### config.mk
export PLATFORM = sky130hd
export DESIGN_NAME = toggle_clk_meter
export DESIGN_NICKNAME = d
export VERILOG_FILES = /design/src/rtl/toggle_clk_meter.sv
export SDC_FILE = /design/constraint.sdc
export NUM_CORES = 1
export LEC_CHECK = 0
export CAP_MARGIN = 20
export CORE_MARGIN = 8
export CORE_UTILIZATION = 50
export CTS_BUF_LIST = sky130_fd_sc_hd__clkbuf_8 sky130_fd_sc_hd__clkbuf_16
export CTS_CLUSTER_SIZE = 10
export DETAILED_ROUTE_END_ITERATION = 8
export GPL_ROUTABILITY_DRIVEN = 0
export GPL_TIMING_DRIVEN = 1
export PLACE_DENSITY_LB_ADDON = 0.08
export SLEW_MARGIN = 20
export SYNTH_ARGS = -nofsm -noshare
export SYNTH_HDL_FRONTEND = slang
export SYNTH_SLANG_ARGS = --single-unit
### constraint.sdc
create_clock -name clk -period 6.15 [get_ports clk]
set_input_delay 1.23 -clock clk [delete_from_list [all_inputs] [get_ports clk]]
set_output_delay 1.23 -clock clk [all_outputs]
set_load 0.01 [all_outputs]
### src/rtl/toggle_clk_meter.sv
// Measures the period of a slow asynchronous toggle clock in clk cycles and flags stalls.
// Optional glitch filter between synchronizer and edge detect: define GLITCH_FILT_EN.
module toggle_clk_meter #(
  parameter int CNT_W       = 27,
  parameter int TIMEOUT     = 100_000_000,
  parameter int SYNC_STAGES = 2,
  parameter int FILT_LEN    = 4
) (
  input  logic             clk,
  input  logic             rst,
  input  logic             clk_in,
  input  logic             enable,
  output logic             edge_pulse,
  output logic [CNT_W-1:0] period,
  output logic             period_valid,
  output logic             timeout,
  output logic [1:0]       state
);

  typedef enum logic [1:0] {
    S_IDLE  = 2'd0,
    S_ARM   = 2'd1,
    S_MEAS  = 2'd2,
    S_STALL = 2'd3
  } state_e;

  localparam logic [CNT_W-1:0] TIMEOUT_C    = CNT_W'(TIMEOUT);
  localparam logic [CNT_W-1:0] TIMEOUT_M1_C = CNT_W'(TIMEOUT - 1);

  if (SYNC_STAGES < 2 || FILT_LEN < 1 || TIMEOUT < 2 ||
      longint'(TIMEOUT) >= (longint'(1) << CNT_W)) begin : g_param_check
    $error("toggle_clk_meter: illegal parameter combination");
  end

  logic [SYNC_STAGES-1:0] sync_q, sync_d;
  logic                   lvl;
  logic                   lvl_prev_q, lvl_prev_d;
  logic                   rise;
  state_e                 state_q, state_d;
  logic [CNT_W-1:0]       cnt_q, cnt_d, cnt_inc;
  logic [CNT_W-1:0]       period_q, period_d;
  logic                   edge_pulse_q, edge_pulse_d;
  logic                   period_valid_q, period_valid_d;
  logic                   timeout_q, timeout_d;

  assign sync_d     = {sync_q[SYNC_STAGES-2:0], clk_in};
  assign lvl_prev_d = lvl;
  assign rise       = lvl & ~lvl_prev_q;

`ifdef GLITCH_FILT_EN
  localparam int FC_W = $clog2(FILT_LEN + 1);

  logic [FC_W-1:0] filt_cnt_q, filt_cnt_d;
  logic            filt_lvl_q, filt_lvl_d;

  // The filtered level follows the synced input only after FILT_LEN consecutive
  // disagreeing samples; any agreeing sample restarts the count.
  always_comb begin
    filt_lvl_d = filt_lvl_q;
    filt_cnt_d = '0;
    if (sync_q[SYNC_STAGES-1] != filt_lvl_q) begin
      if (filt_cnt_q == FC_W'(FILT_LEN - 1)) begin
        filt_lvl_d = sync_q[SYNC_STAGES-1];
      end else begin
        filt_cnt_d = filt_cnt_q + 1'b1;
      end
    end
  end

  always_ff @(posedge clk) begin
    if (rst) begin
      filt_cnt_q <= '0;
      filt_lvl_q <= 1'b0;
    end else begin
      filt_cnt_q <= filt_cnt_d;
      filt_lvl_q <= filt_lvl_d;
    end
  end

  assign lvl = filt_lvl_q;
`else
  assign lvl = sync_q[SYNC_STAGES-1];
`endif

  // NOTE: reset is synchronous, so it lives inside the clocked branch; every
  // flop uses <= so all of them see pre-edge values of each other.
  always_ff @(posedge clk) begin
    if (rst) begin
      sync_q         <= '0;
      lvl_prev_q     <= 1'b0;
      state_q        <= S_IDLE;
      cnt_q          <= '0;
      period_q       <= '0;
      edge_pulse_q   <= 1'b0;
      period_valid_q <= 1'b0;
      timeout_q      <= 1'b0;
    end else begin
      sync_q         <= sync_d;
      lvl_prev_q     <= lvl_prev_d;
      state_q        <= state_d;
      cnt_q          <= cnt_d;
      period_q       <= period_d;
      edge_pulse_q   <= edge_pulse_d;
      period_valid_q <= period_valid_d;
      timeout_q      <= timeout_d;
    end
  end

  // Disable wins over everything; a rise wins over the timeout condition.
  always_comb begin
    state_d = state_q;
    if (!enable) begin
      state_d = S_IDLE;
    end else begin
      unique case (state_q)
        S_IDLE:        state_d = S_ARM;
        S_ARM, S_MEAS: begin
          if (rise)                       state_d = S_MEAS;
          else if (cnt_q == TIMEOUT_M1_C) state_d = S_STALL;
        end
        S_STALL:       if (rise) state_d = S_MEAS;
        default:       state_d = S_IDLE;
      endcase
    end
  end

  assign cnt_inc = (cnt_q == TIMEOUT_C) ? cnt_q : cnt_q + 1'b1;

  // NOTE: every signal gets a default before the case so no path leaves it
  // unassigned, which would otherwise infer a latch.
  always_comb begin
    cnt_d          = cnt_q;
    period_d       = period_q;
    period_valid_d = 1'b0;
    edge_pulse_d   = rise;
    timeout_d      = (state_d == S_STALL);
    if (!enable) begin
      cnt_d = '0;
    end else begin
      unique case (state_q)
        S_IDLE:  cnt_d = '0;
        S_ARM:   cnt_d = rise ? CNT_W'(1) : cnt_inc;
        S_MEAS: begin
          if (rise) begin
            period_d       = cnt_q;
            period_valid_d = 1'b1;
            cnt_d          = CNT_W'(1);
          end else begin
            cnt_d = cnt_inc;
          end
        end
        // The stalled interval is discarded: restart counting without a report.
        S_STALL: if (rise) cnt_d = CNT_W'(1);
        default: cnt_d = '0;
      endcase
    end
  end

  assign edge_pulse   = edge_pulse_q;
  assign period       = period_q;
  assign period_valid = period_valid_q;
  assign timeout      = timeout_q;
  assign state        = state_q;

endmodule
==> results by group, run 1 <==
Worst setup path
  – Worst setup startpoint: enable
  – Crit path kind: in2reg
  – Critical Path AT: approximately 3700 ps
  – CP startpoint kind: primary input
  – Critical path required time: between 6000 and 7000 ps
  – Worst R2R Path Depth: 8
  – FF-to-FF Start: state[0]
  – R2R Setup Slk: between 3000 and 4000 ps
  – CP endpoint: cnt_q[26]
  – Crit end category: register
  – FF-to-FF End: cnt_q[26]
  – Crit path max fanout: 15

Clocking
  – Setup bufs post-CTS: 0
  – Clk Latency, worst-skew pair: roughly 340 ps
  – CTS root buffer: clkbuf_8
  – Clock slew at reported path FFs: around 70 ps
  – H-tree Lvls: 3
  – Longest Clk Path Bufs: 2
  – CTS resizes: 0
  – Sink Count: 62
  – CTS Buf Count: 9
  – CTS Hold Bufs: 0
  – CTS tree: done

Route
  – Wirelength per Cell: about 15 um
  – First-pass iteration count of the detailed router: 5
  – DR vias: around 2500
  – Routed wire length: between 6000 and 7000 um
  – Final ANT Viol Nets: 0
  – DRC Markers: 0
  – Via density: between 5 and 6
  – Initial drt markers: 200

Floorplan
  – IO Count: 36
  – Width of the chip: between 90 and 100 um
  – Die height: approximately 90 um
  – Die area: roughly 8100 um2
  – FP Rows: 27
  – Initial Utilization: between 50% and 60%
  – Total core area: approximately 5400 um2

Power and ir drop
  – Net Sw Power: around 170 uW
  – PD cells: about 240 nW/um2
  – Clock Power Share: between 40% and 50%
  – Comb pwr share: 2.3%
  – Leakage: ~1.1 nW
  – Pint: roughly 600 uW
  – Switching portion of total power: a little over a fifth
  – Sequential Power Share: 51.7%
  – Peak VDD IR: ~0.17 mV

Hold path
  – Hold depth: 1
  – Hold/Removal Path Class: reg2reg

Run status
  – Run status: finished, final reports clean

Logic synthesis
  – Synth Instances: 348
  – Yosys cell types: 41
  – Syn Nets: roughly 360
  – Synth Cell Area: ~2700 um2
  – Post-synth ARST share: 0%
  – Number of synthesized flops with an enable pin: 0
  – Yosys warns: 0
  – Sequential-to-total area share from yosys stat: between 40 and 50%
  – Yosys reg bits: between 60 and 70
  – Synth Flop Type: dfxtp_1
  – Average size of a mapped cell: ~7.9 um2

STA
  – Slew Viols, Final: 0
  – Slew HR: between 30% and 40%
  – Max Freq: approximately 300 MHz
  – Slew @ Worst Pin: roughly 1000 ps
  – Final setup fails: 0
  – RSZ-0062 raised after global routing: false
  – Final hold violation count: 0
  – Post-route setup TNS: 0 ps
  – Tcrit/Tclk final: between 50% and 60%
  – Clk_skew: ~7.5 ps
  – Final Critical Period: 3370 ps

Global routing
  – Total gr overflow: 0
  – First-pass GRT wire length: between 10000 and 15000 um
  – Antenna violations before repair: 0
  – Largest net degree at the start of global routing: 33
  – Vias in the first global route: between 2000 and 2500
  – Total track usage: about 17%

Placement
  – Port Buf Inserts: 35
  – Post-DP HPWL: 4680 um

Final layout
  – Area Overhead vs Synth: 21.0%
  – Final Util: around three fifths
  – N_diodes: 0
  – Layout cells sized above 1: about 6.5%
  – Layout Nets: just under 400
  – Commonest non-fill, non-tap cells in the layout: 71 x nand2_1, 62 x dfxtp_1, 42 x a21oi_1
  – Most common cell after layout, fill and taps aside: nand2_1

Flow run
  – Max-cap violations: 0
[power groups by stage]
| stage | logic [mW] | registers (mW) | clock network, mW |
|---|---|---|---|
| after CTS | 0.0180 | 0.404 | 0.367 |
| after global placement | 0.0177 | 0.413 | 0 |
| after global routing | 0.0196 | 0.404 | 0.386 |
| after floorplan | 0.0110 | 0.413 | 0 |
| after detailed placement | 0.0178 | 0.413 | 0 |
| final | 0.0177 | 0.404 | 0.360 |
[synthesized netlist by cell type, types with 2 or more instances]
master     n  area share, %
nand2_1   71            9.7
dfxtp_1   62             45
a21oi_1   42            7.7
nor2_1    28            3.8
o21ai_0   28            5.1
clkbuf_1  13            1.8
nand3_1   11            2.0
inv_1      8            1.1
nor2b_1    7            1.6
nor3_1     7            1.3
ha_1       6            2.7
nand4_1    6            1.4
or4_1      6            1.6
and3_1     4           0.91
buf_2      4           0.73
nand2b_1   4           0.91
nor4_1     4           0.91
xnor2_1    4            1.3
and2_1     3           0.68
and4_1     3           0.96
o31ai_1    3           0.82
or3_1      3           0.68
and4bb_2   2           0.91
o22a_1     2           0.64
[area by class of cell]
class,count,area [um2]
Inverter,8,30.0
Clock buffer,11,151
Timing Repair Buffer,37,360
Clock inverter,5,48.8
Multi-Input combinational cell,260,1400
Sequential cell,62,1240
Tap cell,72,90.1
Fill cell,508,2080
[how the worst min path moves through the flow]
stage	startpoint	to
5_1_grt	period[8]	period[8]
3_5_place_dp	sync_q[0]	sync_q[1]
2_1_floorplan	sync_q[0]	sync_q[1]
6_report	sync_q[0]	sync_q[1]
4_1_cts	sync_q[0]	sync_q[1]
3_3_place_gp	sync_q[0]	sync_q[1]
[state kept, by name (all words and copies together), names as in the netlist]
name and flops:
cnt_q 27, period 27, state 2, sync_q 2, edge_pulse 1, lvl_prev_q 1, period_valid 1, timeout 1
[metal layers]
metal	track usage, %	wire, um	up-vias
met5	0	0	-
met4	10.7	170	0
met3	4.66	380	17
met2	26.9	3080	71
met1	20.1	3180	1157
li1	-	-	1278
[per-stage QoR]
stage	worst slack, ps	power (mW)	cell area, um2	instances	hold WS (ps)
finish	2780	0.782	3320	455	444
global route	2640	0.809	3320	455	469
CTS	2060	0.790	3330	455	448
detailed placement	1700	0.431	3130	439	431
floorplan	3700	0.424	2750	348	414
global placement	1800	0.431	3130	439	427
[logic make-up after synthesis]
family / Yosys count / share of synthesized area (%)
compound gates: 84 / 17.0
xor+xnor: 4 / 1.28
fa+ha+maj: 6 / 2.73
buf+inv: 26 / 3.78
flops: 62 / 45.2
simple gates: 166 / 30.0
[critical path, stage by stage]
cell	delay, ps
clkdlybuf4s50_1	520
nand2b_1	120
nor2_1	360
nand2_1	400
nor2_1	670
and3_1	260
a221o_1	100
(Power assumes the default switching activity.)
==> inputs of run 2 (changes only) <==
--- a/config.mk
+++ b/config.mk
@@ -7,7 +7,7 @@
 export LEC_CHECK = 0
 export CAP_MARGIN = 20
 export CORE_MARGIN = 8
-export CORE_UTILIZATION = 50
+export CORE_UTILIZATION = 49
 export CTS_BUF_LIST = sky130_fd_sc_hd__clkbuf_8 sky130_fd_sc_hd__clkbuf_16
 export CTS_CLUSTER_SIZE = 10
 export DETAILED_ROUTE_END_ITERATION = 8
==> constraint.sdc (replaced) <==
create_clock -name clk -period 2.9 [get_ports clk]
set_input_delay 0.58 -clock clk [delete_from_list [all_inputs] [get_ports clk]]
set_output_delay 0.58 -clock clk [all_outputs]
set_load 0.01 [all_outputs]
==> results by group, run 2 (synthesis results as in run 1) <==
Run status
  – Run status: finished, final reports clean

STA
  – Final hold violation count: 0
  – Max Freq: 407 MHz
  – Worst hold margin: between 400 and 500 ps
  – Final worst slack: 442 ps
  – RSZ-0062 raised after global routing: false
  – Slew @ Worst Pin: ~580 ps
  – Tcrit/Tclk final: a little over four fifths
  – Final setup fails: 0
  – Final Critical Period: ~2500 ps
  – Clk_skew: about 4.2 ps
  – Slew Viols, Final: 0
  – Slew HR: between 60 and 70%
  – Post-route setup TNS: 0 ps

Placement
  – Port Buf Inserts: 35
  – Placed insts: around 450
  – Post-DP HPWL: between 4000 and 5000 um
  – Area after DPL: 3200 um2
  – Place WS: between 400 and 500 ps

Final layout
  – N_diodes: 0
  – Layout cells sized above 1: 7.93%
  – Most common cell after layout, fill and taps aside: nand2_1
  – Commonest non-fill, non-tap cells in the layout: 71 x nand2_1, 62 x dfxtp_1, 42 x a21oi_1
  – # fillers: 513
  – Layout Nets: about 400
  – Post-route cell area: roughly 3400 um2
  – Area Overhead vs Synth: 22.3%
  – Final Util: about 61%
  – Layout Cells excl Fill: roughly 460

Clocking
  – Sink Count: 62
  – Longest Clk Path Bufs: 2
  – CTS Buf Count: 9
  – Clk Latency, worst-skew pair: roughly 330 ps
  – CTS resizes: 0
  – Setup bufs post-CTS: 0
  – Clock slew at reported path FFs: 60 ps
  – CTS Hold Bufs: 0
  – CTS root buffer: clkbuf_8
  – CTS tree: done
  – H-tree Lvls: 3

Floorplan
  – FP Rows: 27
  – Width of the chip: between 90 and 100 um
  – Die area: 8260 um2
  – Initial Utilization: between 50 and 60%
  – Die height: a little over 90 um
  – Total core area: ~5500 um2
  – IO Count: 36

Worst setup path
  – FF-to-FF Start: cnt_q[0]
  – Critical path required time: 3120 ps
  – Crit-path slowest cell: or4_1
  – Most used cell, CP: or4_1
  – Crit path kind: reg2reg
  – CP startpoint kind: register
  – Delay-heaviest family, CP: simple AND/OR/NAND/NOR gates
  – CP max stage delay: 500 ps
  – Critical Path AT: approximately 2700 ps
  – Cell Chain, Critical Path: ha_1 -> nand3_1 -> or4_1 -> or4_1 -> and3_1 -> a221o_1
  – Crit path max fanout: 7
  – Worst setup startpoint: cnt_q[0]
  – Crit end category: register
  – CP bufs+invs: 0

Route
  – DR vias: roughly 2500
  – First-pass iteration count of the detailed router: 4
  – Routed wire length: 6800 um
  – Initial drt markers: around 270
  – DRC Markers: 0
  – Via density: around 5.5
  – Final ANT Viol Nets: 0
  – Wirelength per Cell: 14.7 um

Hold path
  – Min-delay src: sync_q[0]
  – Hold/Removal Path Class: reg2reg

Global routing
  – Total track usage: between 10% and 20%
  – First-pass GRT wire length: roughly 12000 um
  – Largest net degree at the start of global routing: 32
  – Vias in the first global route: 2472
  – Antenna violations before repair: 0
  – Total gr overflow: 0

Power and ir drop
  – Leakage: ~1.2 nW
  – Peak VDD IR: roughly 0.35 mV
  – PD cells: ~450 nW/um2
  – Design Power: around 1.5 mW

Flow run
  – Max-cap violations: 0
[run 2: changes by cell type in the layout (fill, tap and decap cells not counted)]
cell	before	now
buf_2	1	0
inv_1	9	10
clkinv_2	3	2
clkbuf_8	11	10
clkdlybuf4s50_1	34	35
bufinv_16	1	0
buf_4	2	12
[run 2: layer usage]
| metal | track usage [%] | wire (um) |
|---|---|---|
| met5 | 0 | 0 |
| met4 | 7.64 | 123 |
| met3 | 4.82 | 478 |
| met2 | 27.5 | 2990 |
| met1 | 21.0 | 3210 |
[run 2: worst paths after layout]
kind | slack [ps] | endpoint | depth (start not counted)
worst max register to register | 440 | cnt_q[26] | 6
worst min-delay path | 440 | sync_q[1] | 1
worst max-delay path | 440 | cnt_q[26] | 6
worst min register to register | 440 | sync_q[1] | 1
[run 2: where the power goes]
part / total [mW] / internal [mW] / switching, mW
Combinational: 0.0415 / 0.0163 / 0.0253
Sequential: 0.857 / 0.855 / 0.00257
Clock: 0.620 / 0.314 / 0.306
Total: 1.52 / 1.19 / 0.334
[run 2: area by class of cell]
class / instances / area (um2) / share of cell area, %
Multi-Input combinational cell: 260 / 1400 / 41.7
Sequential cell: 62 / 1240 / 37.0
Timing Repair Buffer: 47 / 440 / 13.1
Clock buffer: 10 / 138 / 4.10
Tap cell: 72 / 90.1 / 2.68
Inverter: 8 / 30.0 / 0.894
Clock inverter: 4 / 17.5 / 0.522
[run 2: worst register-to-register path, stage by stage (launching register included)]
cell	delay, ps
dfxtp_1	460
ha_1	230
nand3_1	240
or4_1	490
or4_1	500
and3_1	200
a221o_1	240
